## src/rtl/scarf_spi_frontend_if.sv

```systemverilog
// -----------------------------------------------------------------------------
// scarf_spi_frontend_if
// Groups the SPI pins and the slave-facing broadcast bus of the SCARF SPI
// front end.
//   sclk, mosi, ss_n : SPI host -> front end (mode 0, MSB first, ss_n active-low)
//   miso             : front end -> SPI host
//   data_out/_valid  : last completed payload byte and its one-cycle strobe
//   data_out_finished: one-cycle strobe at frame end
//   slave_id, rnw    : decoded header byte of the current frame
//   read_data_in     : OR of all slave read buses, serialised onto miso
// Modport slave is used by the front end; modport master by whatever drives
// the SPI pins and consumes the broadcast bus.
// -----------------------------------------------------------------------------
interface scarf_spi_frontend_if;
    logic       sclk;
    logic       mosi;
    logic       ss_n;
    logic       miso;
    logic [7:0] data_out;
    logic       data_out_valid;
    logic       data_out_finished;
    logic [6:0] slave_id;
    logic       rnw;
    logic [7:0] read_data_in;

    modport slave (
        input  sclk, mosi, ss_n, read_data_in,
        output miso, data_out, data_out_valid, data_out_finished, slave_id, rnw
    );

    modport master (
        output sclk, mosi, ss_n, read_data_in,
        input  miso, data_out, data_out_valid, data_out_finished, slave_id, rnw
    );
endinterface

```

## src/rtl/scarf_spi_frontend.sv

```systemverilog
// -----------------------------------------------------------------------------
// scarf_spi_frontend
// SPI mode-0 slave front end. Oversamples sclk/mosi/ss_n in the clk domain,
// decodes a header byte (rnw + 7-bit slave id) and broadcasts every later
// byte on data_out with a one-cycle valid strobe. After any completed byte the
// next sclk fall loads read_data_in into the tx shifter, which drives miso.
// Ports:
//   clk        : system clock (must be >= 8x sclk)
//   rst_n_sync : asynchronous active-low reset
//   spi        : scarf_spi_frontend_if.slave (SPI pins + broadcast bus)
// -----------------------------------------------------------------------------
module scarf_spi_frontend #(
    parameter int SYNC_STAGES = 2
) (
    input  logic                        clk,
    input  logic                        rst_n_sync,
    scarf_spi_frontend_if.slave         spi
);

    localparam logic [1:0] FILL_DONE = 2'(SYNC_STAGES);

    // synchronizer chains, oldest sample in the MSB
    logic [SYNC_STAGES-1:0] sclk_sync_r;
    logic [SYNC_STAGES-1:0] mosi_sync_r;
    logic [SYNC_STAGES-1:0] ss_n_sync_r;

    logic       sclk_d_r;
    logic       ss_n_d_r;
    logic [1:0] fill_cnt_r;
    logic       armed_r;

    logic       sclk_s;
    logic       mosi_s;
    logic       ss_n_s;
    logic       sclk_rise_s;
    logic       sclk_fall_s;
    logic       ss_fall_s;
    logic       ss_rise_s;
    logic [7:0] rx_next_s;

    logic       active_r;
    logic [2:0] bit_cnt_r;
    logic [1:0] byte_cnt_r;
    logic [7:0] rx_r;
    logic [7:0] tx_r;
    logic       hdr_done_r;
    logic       load_pending_r;
    logic       byte_done_r;
    logic       byte_hdr_r;
    logic [7:0] data_out_r;
    logic       valid_r;
    logic       finished_r;
    logic [6:0] slave_id_r;
    logic       rnw_r;
    logic       miso_r;

    assign sclk_s      = sclk_sync_r[SYNC_STAGES-1];
    assign mosi_s      = mosi_sync_r[SYNC_STAGES-1];
    assign ss_n_s      = ss_n_sync_r[SYNC_STAGES-1];
    assign sclk_rise_s = sclk_s & ~sclk_d_r;
    assign sclk_fall_s = ~sclk_s & sclk_d_r;
    assign ss_fall_s   = ~ss_n_s & ss_n_d_r;
    assign ss_rise_s   = ss_n_s & ~ss_n_d_r;
    assign rx_next_s   = {rx_r[6:0], mosi_s};

    assign spi.miso              = miso_r;
    assign spi.data_out          = data_out_r;
    assign spi.data_out_valid    = valid_r;
    assign spi.data_out_finished = finished_r;
    assign spi.slave_id          = slave_id_r;
    assign spi.rnw               = rnw_r;

    // Input synchronizers; ss_n idles high so reset release is not a frame edge.
    always_ff @(posedge clk or negedge rst_n_sync) begin
        if (!rst_n_sync) begin
            sclk_sync_r <= {SYNC_STAGES{1'b0}};
            mosi_sync_r <= {SYNC_STAGES{1'b0}};
            ss_n_sync_r <= {SYNC_STAGES{1'b1}};
        end else begin
            sclk_sync_r <= {sclk_sync_r[SYNC_STAGES-2:0], spi.sclk};
            mosi_sync_r <= {mosi_sync_r[SYNC_STAGES-2:0], spi.mosi};
            ss_n_sync_r <= {ss_n_sync_r[SYNC_STAGES-2:0], spi.ss_n};
        end
    end

    // Edge-detect delay flops and the arming logic. The chain's reset value of
    // 1 is not a real observation, so frame starts are only accepted once the
    // chain has been refilled from the pin and ss_n was genuinely seen high;
    // this makes a frame already in progress at reset release invisible.
    always_ff @(posedge clk or negedge rst_n_sync) begin
        if (!rst_n_sync) begin
            sclk_d_r   <= 1'b0;
            ss_n_d_r   <= 1'b1;
            fill_cnt_r <= 2'd0;
            armed_r    <= 1'b0;
        end else begin
            sclk_d_r <= sclk_s;
            ss_n_d_r <= ss_n_s;
            if (fill_cnt_r != FILL_DONE) begin
                fill_cnt_r <= fill_cnt_r + 2'd1;
            end
            if ((fill_cnt_r == FILL_DONE) && ss_n_s) begin
                armed_r <= 1'b1;
            end
        end
    end

    // Frame engine: bit/byte counting, header decode, payload broadcast,
    // tx shifting onto miso, and the end-of-frame strobe.
    always_ff @(posedge clk or negedge rst_n_sync) begin
        if (!rst_n_sync) begin
            active_r       <= 1'b0;
            bit_cnt_r      <= 3'd0;
            byte_cnt_r     <= 2'd0;
            rx_r           <= 8'd0;
            tx_r           <= 8'd0;
            hdr_done_r     <= 1'b0;
            load_pending_r <= 1'b0;
            byte_done_r    <= 1'b0;
            byte_hdr_r     <= 1'b0;
            data_out_r     <= 8'd0;
            valid_r        <= 1'b0;
            finished_r     <= 1'b0;
            slave_id_r     <= 7'd0;
            rnw_r          <= 1'b0;
            miso_r         <= 1'b0;
        end else begin
            valid_r     <= 1'b0;
            finished_r  <= 1'b0;
            byte_done_r <= 1'b0;

            // A byte completed last cycle: commit it one edge later from rx.
            if (byte_done_r) begin
                if (byte_hdr_r) begin
                    slave_id_r <= rx_r[6:0];
                    rnw_r      <= rx_r[7];
                end else begin
                    data_out_r <= rx_r;
                    valid_r    <= 1'b1;
                end
            end else if (finished_r) begin
                // header stays visible during the finished strobe only
                slave_id_r <= 7'd0;
                rnw_r      <= 1'b0;
            end

            if (!active_r) begin
                miso_r <= 1'b0;
                tx_r   <= 8'd0;
                if (ss_fall_s && armed_r) begin
                    active_r       <= 1'b1;
                    bit_cnt_r      <= 3'd0;
                    byte_cnt_r     <= 2'd0;
                    rx_r           <= 8'd0;
                    hdr_done_r     <= 1'b0;
                    load_pending_r <= 1'b0;
                end
            end else if (ss_rise_s) begin
                // frame end wins over a coincident sclk rise; partial bits drop
                active_r       <= 1'b0;
                finished_r     <= 1'b1;
                bit_cnt_r      <= 3'd0;
                hdr_done_r     <= 1'b0;
                load_pending_r <= 1'b0;
                tx_r           <= 8'd0;
                miso_r         <= 1'b0;
            end else begin
                if (sclk_rise_s) begin
                    rx_r      <= rx_next_s;
                    bit_cnt_r <= bit_cnt_r + 3'd1;
                    if (bit_cnt_r == 3'd7) begin
                        byte_done_r    <= 1'b1;
                        byte_hdr_r     <= (byte_cnt_r == 2'd0);
                        load_pending_r <= 1'b1;
                        hdr_done_r     <= 1'b1;
                        if (byte_cnt_r != 2'd2) begin
                            byte_cnt_r <= byte_cnt_r + 2'd1;
                        end
                    end
                end else if (sclk_fall_s && hdr_done_r) begin
                    if (load_pending_r) begin
                        tx_r           <= spi.read_data_in;
                        miso_r         <= spi.read_data_in[7];
                        load_pending_r <= 1'b0;
                    end else begin
                        tx_r   <= {tx_r[6:0], 1'b0};
                        miso_r <= tx_r[6];
                    end
                end
            end
        end
    end

endmodule
```

## src/flat_wrapper.sv

```systemverilog
// flat-port wrapper written by rule: the top's interface ports become plain ports
module scarf_spi_frontend_flat 
#(
    parameter int SYNC_STAGES = 2
)
  (clk, rst_n_sync, spi_sclk, spi_mosi, spi_ss_n, spi_read_data_in, spi_miso, spi_data_out, spi_data_out_valid, spi_data_out_finished, spi_slave_id, spi_rnw);
  scarf_spi_frontend_if spi_i ();
  input  logic clk;
  input  logic rst_n_sync;
  input wire logic [$bits(spi_i.sclk)-1:0] spi_sclk;
  input wire logic [$bits(spi_i.mosi)-1:0] spi_mosi;
  input wire logic [$bits(spi_i.ss_n)-1:0] spi_ss_n;
  input wire logic [$bits(spi_i.read_data_in)-1:0] spi_read_data_in;
  output wire logic [$bits(spi_i.miso)-1:0] spi_miso;
  output wire logic [$bits(spi_i.data_out)-1:0] spi_data_out;
  output wire logic [$bits(spi_i.data_out_valid)-1:0] spi_data_out_valid;
  output wire logic [$bits(spi_i.data_out_finished)-1:0] spi_data_out_finished;
  output wire logic [$bits(spi_i.slave_id)-1:0] spi_slave_id;
  output wire logic [$bits(spi_i.rnw)-1:0] spi_rnw;
  assign spi_i.sclk = spi_sclk;
  assign spi_i.mosi = spi_mosi;
  assign spi_i.ss_n = spi_ss_n;
  assign spi_i.read_data_in = spi_read_data_in;
  assign spi_miso = spi_i.miso;
  assign spi_data_out = spi_i.data_out;
  assign spi_data_out_valid = spi_i.data_out_valid;
  assign spi_data_out_finished = spi_i.data_out_finished;
  assign spi_slave_id = spi_i.slave_id;
  assign spi_rnw = spi_i.rnw;
  scarf_spi_frontend #(.SYNC_STAGES(SYNC_STAGES)) u_core (.clk(clk), .rst_n_sync(rst_n_sync), .spi(spi_i));
endmodule
```

## config.mk

```make
export PLATFORM = sky130hd
export DESIGN_NAME = scarf_spi_frontend_flat
export DESIGN_NICKNAME = d
export VERILOG_FILES = /design/src/rtl/scarf_spi_frontend_if.sv /design/src/rtl/scarf_spi_frontend.sv /design/src/flat_wrapper.sv
export SDC_FILE = /design/constraint.sdc
export NUM_CORES = 1
export LEC_CHECK = 0
export CELL_PAD_IN_SITES_DETAIL_PLACEMENT = 1
export CELL_PAD_IN_SITES_GLOBAL_PLACEMENT = 1
export CORE_MARGIN = 2
export CORE_UTILIZATION = 40
export CTS_CLUSTER_SIZE = 25
export DETAILED_ROUTE_END_ITERATION = 16
export GPL_ROUTABILITY_DRIVEN = 1
export PLACE_DENSITY = 0.71
export SLEW_MARGIN = 20
export SYNTH_ARGS = -nofsm -noshare
export SYNTH_HDL_FRONTEND = slang
export SYNTH_SLANG_ARGS = --single-unit
export TNS_END_PERCENT = 5
```

## constraint.sdc

```tcl
create_clock -name clk -period 1.5 [get_ports clk]
set_input_delay 0.225 -clock clk [delete_from_list [all_inputs] [get_ports clk]]
set_output_delay 0.225 -clock clk [all_outputs]
set_load 0.01 [all_outputs]
```

==> impl_metrics.env, run 1 <==
export IMPL_status="complete, no violations"
export IMPL_post_drt_wl_per_cell_um=17.4
export IMPL_min_from="spi_ss_n"
export IMPL_cts_root_buf="clkbuf_8"
export IMPL_maxCapViolCount=0
export IMPL_cts_tree="done"
export IMPL_areaGrowthSynthToFinish_pct=28.3
export IMPL_drc=0
export IMPL_rows=27
export IMPL_wl_um=4930
export IMPL_whs_path_depth=1
export IMPL_min_period_ns=1.44
export IMPL_initial_core_util_pct=41.8
export IMPL_synth_distinct_cells=42
export IMPL_grt_overflow=0
export IMPL_crit_slowest_cell="dfrtp_2"
export IMPL_dieArea_sq_um=6410
export IMPL_finalSetupTns_ns=0
export IMPL_synth_edf_count=0
export IMPL_power_density_nw_per_um2=934
export IMPL_p_leak_nw=1.47
export IMPL_ys_seq_area_share_pct=59.6
export IMPL_endpoint_kind="flop"
export IMPL_grt_pass1_vias=1688
export IMPL_ant_nets=0
export IMPL_antenna_found_initial=0
export IMPL_synthFlopType="dfrtp_1"
export IMPL_drt_first_pass_iters=4
export IMPL_crit_type="reg2reg"
export IMPL_startpoint_type="flop"
export IMPL_antenna_cells=0
export IMPL_synth_seq_cells=55
export IMPL_clock_sinks=55
export IMPL_core_sq_um=5540
export IMPL_path_cells="nand4bb_2 -> buf_4 -> a311oi_2 -> a211o_1"
export IMPL_finalClockSkew_ns=0.00751
export IMPL_h_tree_depth=2
export IMPL_ir_drop_mv=0.477
export IMPL_synthesis_nets=187
export IMPL_place_inst=275
export IMPL_die_h_um=80.1
export IMPL_syn_inst=169
export IMPL_synthArstFlopShare_pct=100
export IMPL_die_x_um=80.1
export IMPL_worstHoldPathType="in2reg"
export IMPL_yosysWarnings=0
export IMPL_cp_top_family="flip-flops"
export IMPL_cts_buffer_depth=2
export IMPL_drt_iter0_markers=29
export IMPL_hold_end="u_core.ss_n_sync_r[0]"
export IMPL_stdcell_count=283
export IMPL_avgSynthCellArea_sq_um=13.7
export IMPL_arrival_ns=1.69
export IMPL_critPathMaxFanout=10
export IMPL_netlist_area_sq_um=2310
export IMPL_ios=32
export IMPL_io_buffers=31
export IMPL_nets=229
export IMPL_setup_violations=0
export IMPL_cts_inserted_buffers=5
export IMPL_hold_viol=0
export IMPL_slew_headroom_pct=61.8
export IMPL_worst_r2r_path_depth=4
export IMPL_grt_usage_pct=17.1
export IMPL_fin_crit_sh_pct=96.2
export IMPL_max_freq_ghz=0.693
export IMPL_post_dp_hpwl_um=3490
export IMPL_r2r_start="u_core.active_r"
export IMPL_r2r_slack_ns=0.06
export IMPL_crit_path_max_incr_delay_ns=0.49
export IMPL_vias=1533
export IMPL_worst_slew_pin_transition_ns=0.571
export IMPL_routabilityCongestion=0.753
export IMPL_cts_setup_buffers=0
export IMPL_viasPerCell=5.42
export IMPL_slew_viol_final=0
export IMPL_clk_latency_ns=0.31
export IMPL_worstPathRequired_ns=1.75
export IMPL_worst_path_buf_inv=1
export IMPL_fill_cells=563
export IMPL_grt_max_degree=24
export IMPL_reg2reg_to="u_core.byte_cnt_r[0]"
export IMPL_drive_gt1_share_pct=25.1
export IMPL_grt_pass1_wl_um=8250
export IMPL_rsz0062_at_grt="true"
export IMPL_clk_pin_slew_worst_paths_ns=0.09
## cells in the mapped netlist (2+ instances only)
library cell  number  area, sq um
nor2b_1            2         12.5
inv_1              7         26.3
nand2_1            3         11.3
buf_2              2         10.0
clkbuf_1           3         11.3
nand4b_1           2         17.5
o21ai_0            2         10.0
mux2i_1            7         70.1
a22o_1            16          140
o2bb2ai_1          8         70.1
a32o_1             2         20.0
mux2_2            17          191
nand2b_1           4         25.0
dfstp_2            3         78.8
ha_1               5         62.6
dfrtp_1           52         1300
a21oi_1            2         10.0
nand3b_1           3         22.5
nor2_1             4         15.0
and3_1             3         18.8
## worst reg2reg max path: stages (launching register included)
cell and delay [ns]:
dfrtp_2 0.49, nand4bb_2 0.28, buf_4 0.18, a311oi_2 0.30, a211o_1 0.14
## metrics by stage
step / utilization, % / worst slack, ns / total power [mW] / hold slack [ns] / area [sq um]
global placement: 50.1 / 0.0656 / 1.81 / 0.211 / 2770
global route: 53.6 / -0.0230 / 2.92 / 0.316 / 2970
CTS: 52.5 / 0.00604 / 2.82 / 0.305 / 2910
finish: 53.6 / 0.0568 / 2.77 / 0.322 / 2970
floorplan: - / 0.0379 / 1.70 / -0.0706 / 2310
detailed placement: 50.1 / 0.0149 / 1.83 / 0.225 / 2770
## report_power, final
| group | switching, mW | leakage [nW] | internal, mW |
|---|---|---|---|
| sequential | 0.0505 | 0.729 | 1.53 |
| combinational | 0.118 | 0.690 | 0.123 |
| clock | 0.467 | 0.0502 | 0.488 |
| total | 0.635 | 1.47 | 2.14 |
## placed cells by master (no fill, tap or decap), types with 2 or more instances in the layout
| cell | netlist | final |
|---|---|---|
| a21oi_1 | 2 | 2 |
| dfrtp_1 | 52 | 50 |
| buf_12 | 0 | 2 |
| a22o_1 | 16 | 16 |
| and3_1 | 3 | 2 |
| nand2_1 | 3 | 3 |
| a32o_1 | 2 | 2 |
| dfrtp_2 | 0 | 2 |
| nand4b_1 | 2 | 2 |
| mux2i_1 | 7 | 7 |
| o21ai_0 | 2 | 2 |
| dlymetal6s2s_1 | 0 | 8 |
| clkbuf_8 | 0 | 5 |
| mux2_2 | 17 | 17 |
| buf_4 | 1 | 9 |
| nand3b_1 | 3 | 3 |
| inv_1 | 7 | 7 |
| ha_1 | 5 | 4 |
| nor2_1 | 4 | 4 |
| dfstp_2 | 3 | 3 |
| nand2b_1 | 4 | 3 |
| clkdlybuf4s50_1 | 0 | 22 |
| o2bb2ai_1 | 8 | 8 |
## what timing repair did
item	in CTS	in global routing
hold buffers	1	0
pin swaps	0	1
hold endpoints to repair	16	0
setup endpoints to repair	3	30
resized for setup	5	15
## registers in the layout (all words and copies together), names as in the netlist, 2 cells and up
register,flops
u_core.bit_cnt_r,3
u_core.byte_cnt_r,2
u_core.fill_cnt_r,2
u_core.mosi_sync_r,2
u_core.rx_r,8
u_core.sclk_sync_r,2
u_core.spi.data_out,8
u_core.spi.slave_id,7
u_core.ss_n_sync_r,2
u_core.tx_r,7
## worst max-delay path by stage
stage / cells after the start / start / endpoint
2_1_floorplan: 4 / u_core.ss_n_d_r / u_core.byte_cnt_r[0]
3_3_place_gp: 4 / u_core.active_r / u_core.rx_r[6]
3_5_place_dp: 3 / u_core.ss_n_sync_r[1] / u_core.bit_cnt_r[2]
4_1_cts: 3 / u_core.ss_n_sync_r[1] / u_core.bit_cnt_r[2]
5_1_grt: 5 / u_core.bit_cnt_r[0] / u_core.byte_cnt_r[0]
6_report: 4 / u_core.active_r / u_core.byte_cnt_r[0]
## per-layer routing
metal / global-route usage [%] / part of all wire, % / up-vias
met1: 19.4 / 40 / 799
met2: 30.8 / 55 / 19
met5: 0 / 0 / -
met3: 3.82 / 2.6 / 5
met4: 6.95 / 1.5 / 0
li1: - / - / 710
## cell families (layout without fill, tap and decap cells)
logic type      count (synthesis)  count (layout)  share of synthesized area, %
simple gates                   30              30                          9.14
buf+inv                        15              57                          3.03
xor+xnor                        1               1                         0.378
compound gates                 39              39                          13.8
fa+ha+maj                       5               5                          2.70
mux                            24              24                          11.3
flops                          55              55                          59.6
## area by class of cell
cell class              instances  area [sq um]  area share, %
inverters                       7          26.3          0.885
flip-flops and latches         55          1380           46.5
multi-input cells              99           922           31.0
well taps                      72          90.1           3.03
clock inverters                 2          37.5           1.26
repair buffers                 43           443           14.9
clock buffers                   5          68.8           2.32
(Power assumes the default switching activity.)
==> inputs of run 2 (changes only) <==
- CTS_CLUSTER_DIAMETER: unset -> 80
==> results of run 2 <==
Same layout as run 1: the final DEF is identical, and so are final timing and power.
==> inputs of run 3 (changes only) <==
- CORE_UTILIZATION: 40 -> 39
- PLACE_DENSITY: 0.71 -> 0.69
- SKIP_CTS_REPAIR_TIMING: unset -> 1
==> impl_metrics.env, run 3 (same netlist as run 1, synthesis figures left out) <==
export IMPL_status="complete, no violations"
export IMPL_utilization_pct=50.5
export IMPL_areaGrowthSynthToFinish_pct=27.0
export IMPL_seqPwrFrac_pct=60.1
export IMPL_power_density_nw_per_um2=891
export IMPL_core_sq_um=5820
export IMPL_ir_drop_mv=0.405
export IMPL_cts_inserted_buffers=5
export IMPL_drive_gt1_share_pct=23.5
export IMPL_total_power_mw=2.62
export IMPL_slew_viol_final=0
export IMPL_cts_buffer_depth=2
export IMPL_hold_viol=0
export IMPL_pre_cts_ws_ns=0.0429
export IMPL_grt_usage_pct=16.5
export IMPL_cts_tree="done"
export IMPL_clk_latency_ns=0.31
export IMPL_post_dp_hpwl_um=3600
export IMPL_routabilityCongestion=0.745
export IMPL_fin_crit_sh_pct=96.0
export IMPL_initial_core_util_pct=39.8
export IMPL_slew_headroom_pct=61.1
export IMPL_p_int_mw=2.01
export IMPL_min_period_ns=1.44
export IMPL_clock_sinks=55
export IMPL_ios=32
export IMPL_drt_first_pass_iters=4
export IMPL_post_drt_wl_per_cell_um=16.7
export IMPL_rows=28
export IMPL_timing_hold_ws_ns=0.319
export IMPL_grt_overflow=0
export IMPL_grt_max_degree=26
export IMPL_fin_area_sq_um=2940
export IMPL_max_freq_ghz=0.695
export IMPL_worstPathRequired_ns=1.70
export IMPL_die_x_um=81.0
export IMPL_maxCapViolCount=0
export IMPL_viasPerCell=5.31
export IMPL_setup_ws_ns=0.0604
export IMPL_drt_iter0_markers=47
export IMPL_endpoint_kind="flop"
export IMPL_crit_type="reg2reg"
export IMPL_drc=0
export IMPL_arrival_ns=1.64
export IMPL_grt_pass1_vias=1643
export IMPL_crit_path_max_incr_delay_ns=0.59
export IMPL_final_common_cell="dfrtp_1"
export IMPL_setup_violations=0
export IMPL_cts_root_buf="clkbuf_8"
export IMPL_ant_nets=0
export IMPL_p_leak_nw=1.54
export IMPL_combPwrFrac_pct=8.6
export IMPL_worst_slew_pin_transition_ns=0.582
export IMPL_fill_cells=611
export IMPL_swShare_pct=23.4
export IMPL_rsz0062_at_grt="true"
export IMPL_startpoint_type="flop"
export IMPL_worstHoldPathType="in2reg"
export IMPL_finalClockSkew_ns=0.00750
export IMPL_critPathMaxFanout=9
export IMPL_dpl_instance_area_sq_um=2790
export IMPL_antenna_cells=0
export IMPL_crit_slowest_cell="dfstp_2"
export IMPL_io_buffers=31
export IMPL_clk_pin_slew_worst_paths_ns=0.09
export IMPL_vias=1530
export IMPL_grt_pass1_wl_um=8110
export IMPL_die_h_um=81.0
export IMPL_net_switching_power_uw=613
export IMPL_path_cells="nand4b_2 -> and3_2 -> buf_12 -> a22o_1"
export IMPL_layout_common_cells="dfrtp_1 (51), clkdlybuf4s50_1 (18), mux2_2 (17)"
export IMPL_antenna_found_initial=0
export IMPL_clkPwrFrac_pct=31.3
export IMPL_wl_um=4800
export IMPL_dieArea_sq_um=6570
export IMPL_h_tree_depth=2
export IMPL_nets=231
run 3: routing by layer:
layer / vias to the layer above / share of wire (%) / track usage, %
met5: - / 0 / 0
met4: 0 / 2.0 / 6.44
met3: 7 / 3.1 / 4.11
met2: 24 / 52 / 27.6
met1: 788 / 42 / 20.4
li1: 711 / - / -
run 3: path summary, 6_finish.rpt:
check,from,to,slack (ns),cells after the start
max,u_core.ss_n_d_r,u_core.rx_r[1],0.06,4
min,spi_ss_n,u_core.ss_n_sync_r[0],0.32,1
max reg2reg,u_core.ss_n_d_r,u_core.rx_r[1],0.06,4
min reg2reg,u_core.ss_n_sync_r[0],u_core.ss_n_sync_r[1],0.36,0
max in group asynchronous,rst_n_sync,u_core.byte_cnt_r[1],0.56,3
min in group asynchronous,rst_n_sync,u_core.spi.slave_id[0],0.42,2
run 3: power groups by stage:
stage	sequential, mW	clock [mW]	combinational, mW
finish	1.57	0.820	0.226
global placement	1.60	0	0.214
CTS	1.57	0.849	0.227
global route	1.58	0.918	0.256
detailed placement	1.60	0	0.227
floorplan	1.59	0	0.114
run 3: area by class of cell:
type | count | area [sq um] | area share (%)
repair buffers | 45 | 468 | 15.9
clock buffers | 6 | 82.6 | 2.81
inverters | 7 | 26.3 | 0.894
well taps | 75 | 93.8 | 3.19
flip-flops and latches | 55 | 1380 | 47.0
clock inverters | 1 | 5.00 | 0.170
multi-input cells | 99 | 882 | 30.0
run 3: worst max-delay path: cells and delay by family (launching register included):
| kind | cells | cell delay [ns] |
|---|---|---|
| AOI/OAI and AO/OA | 1 | 0.17 |
| buffers and inverters | 1 | 0.14 |
| DFF | 1 | 0.59 |
| and+or+nand+nor | 2 | 0.44 |
run 3: stage by stage:
| stage | setup TNS (ns) | cells |
|---|---|---|
| floorplan | 0 | 169 |
| global placement | 0 | 280 |
| detailed placement | 0 | 280 |
| CTS | -0.0126 | 287 |
| global route | -0.154 | 288 |
| finish | 0 | 288 |
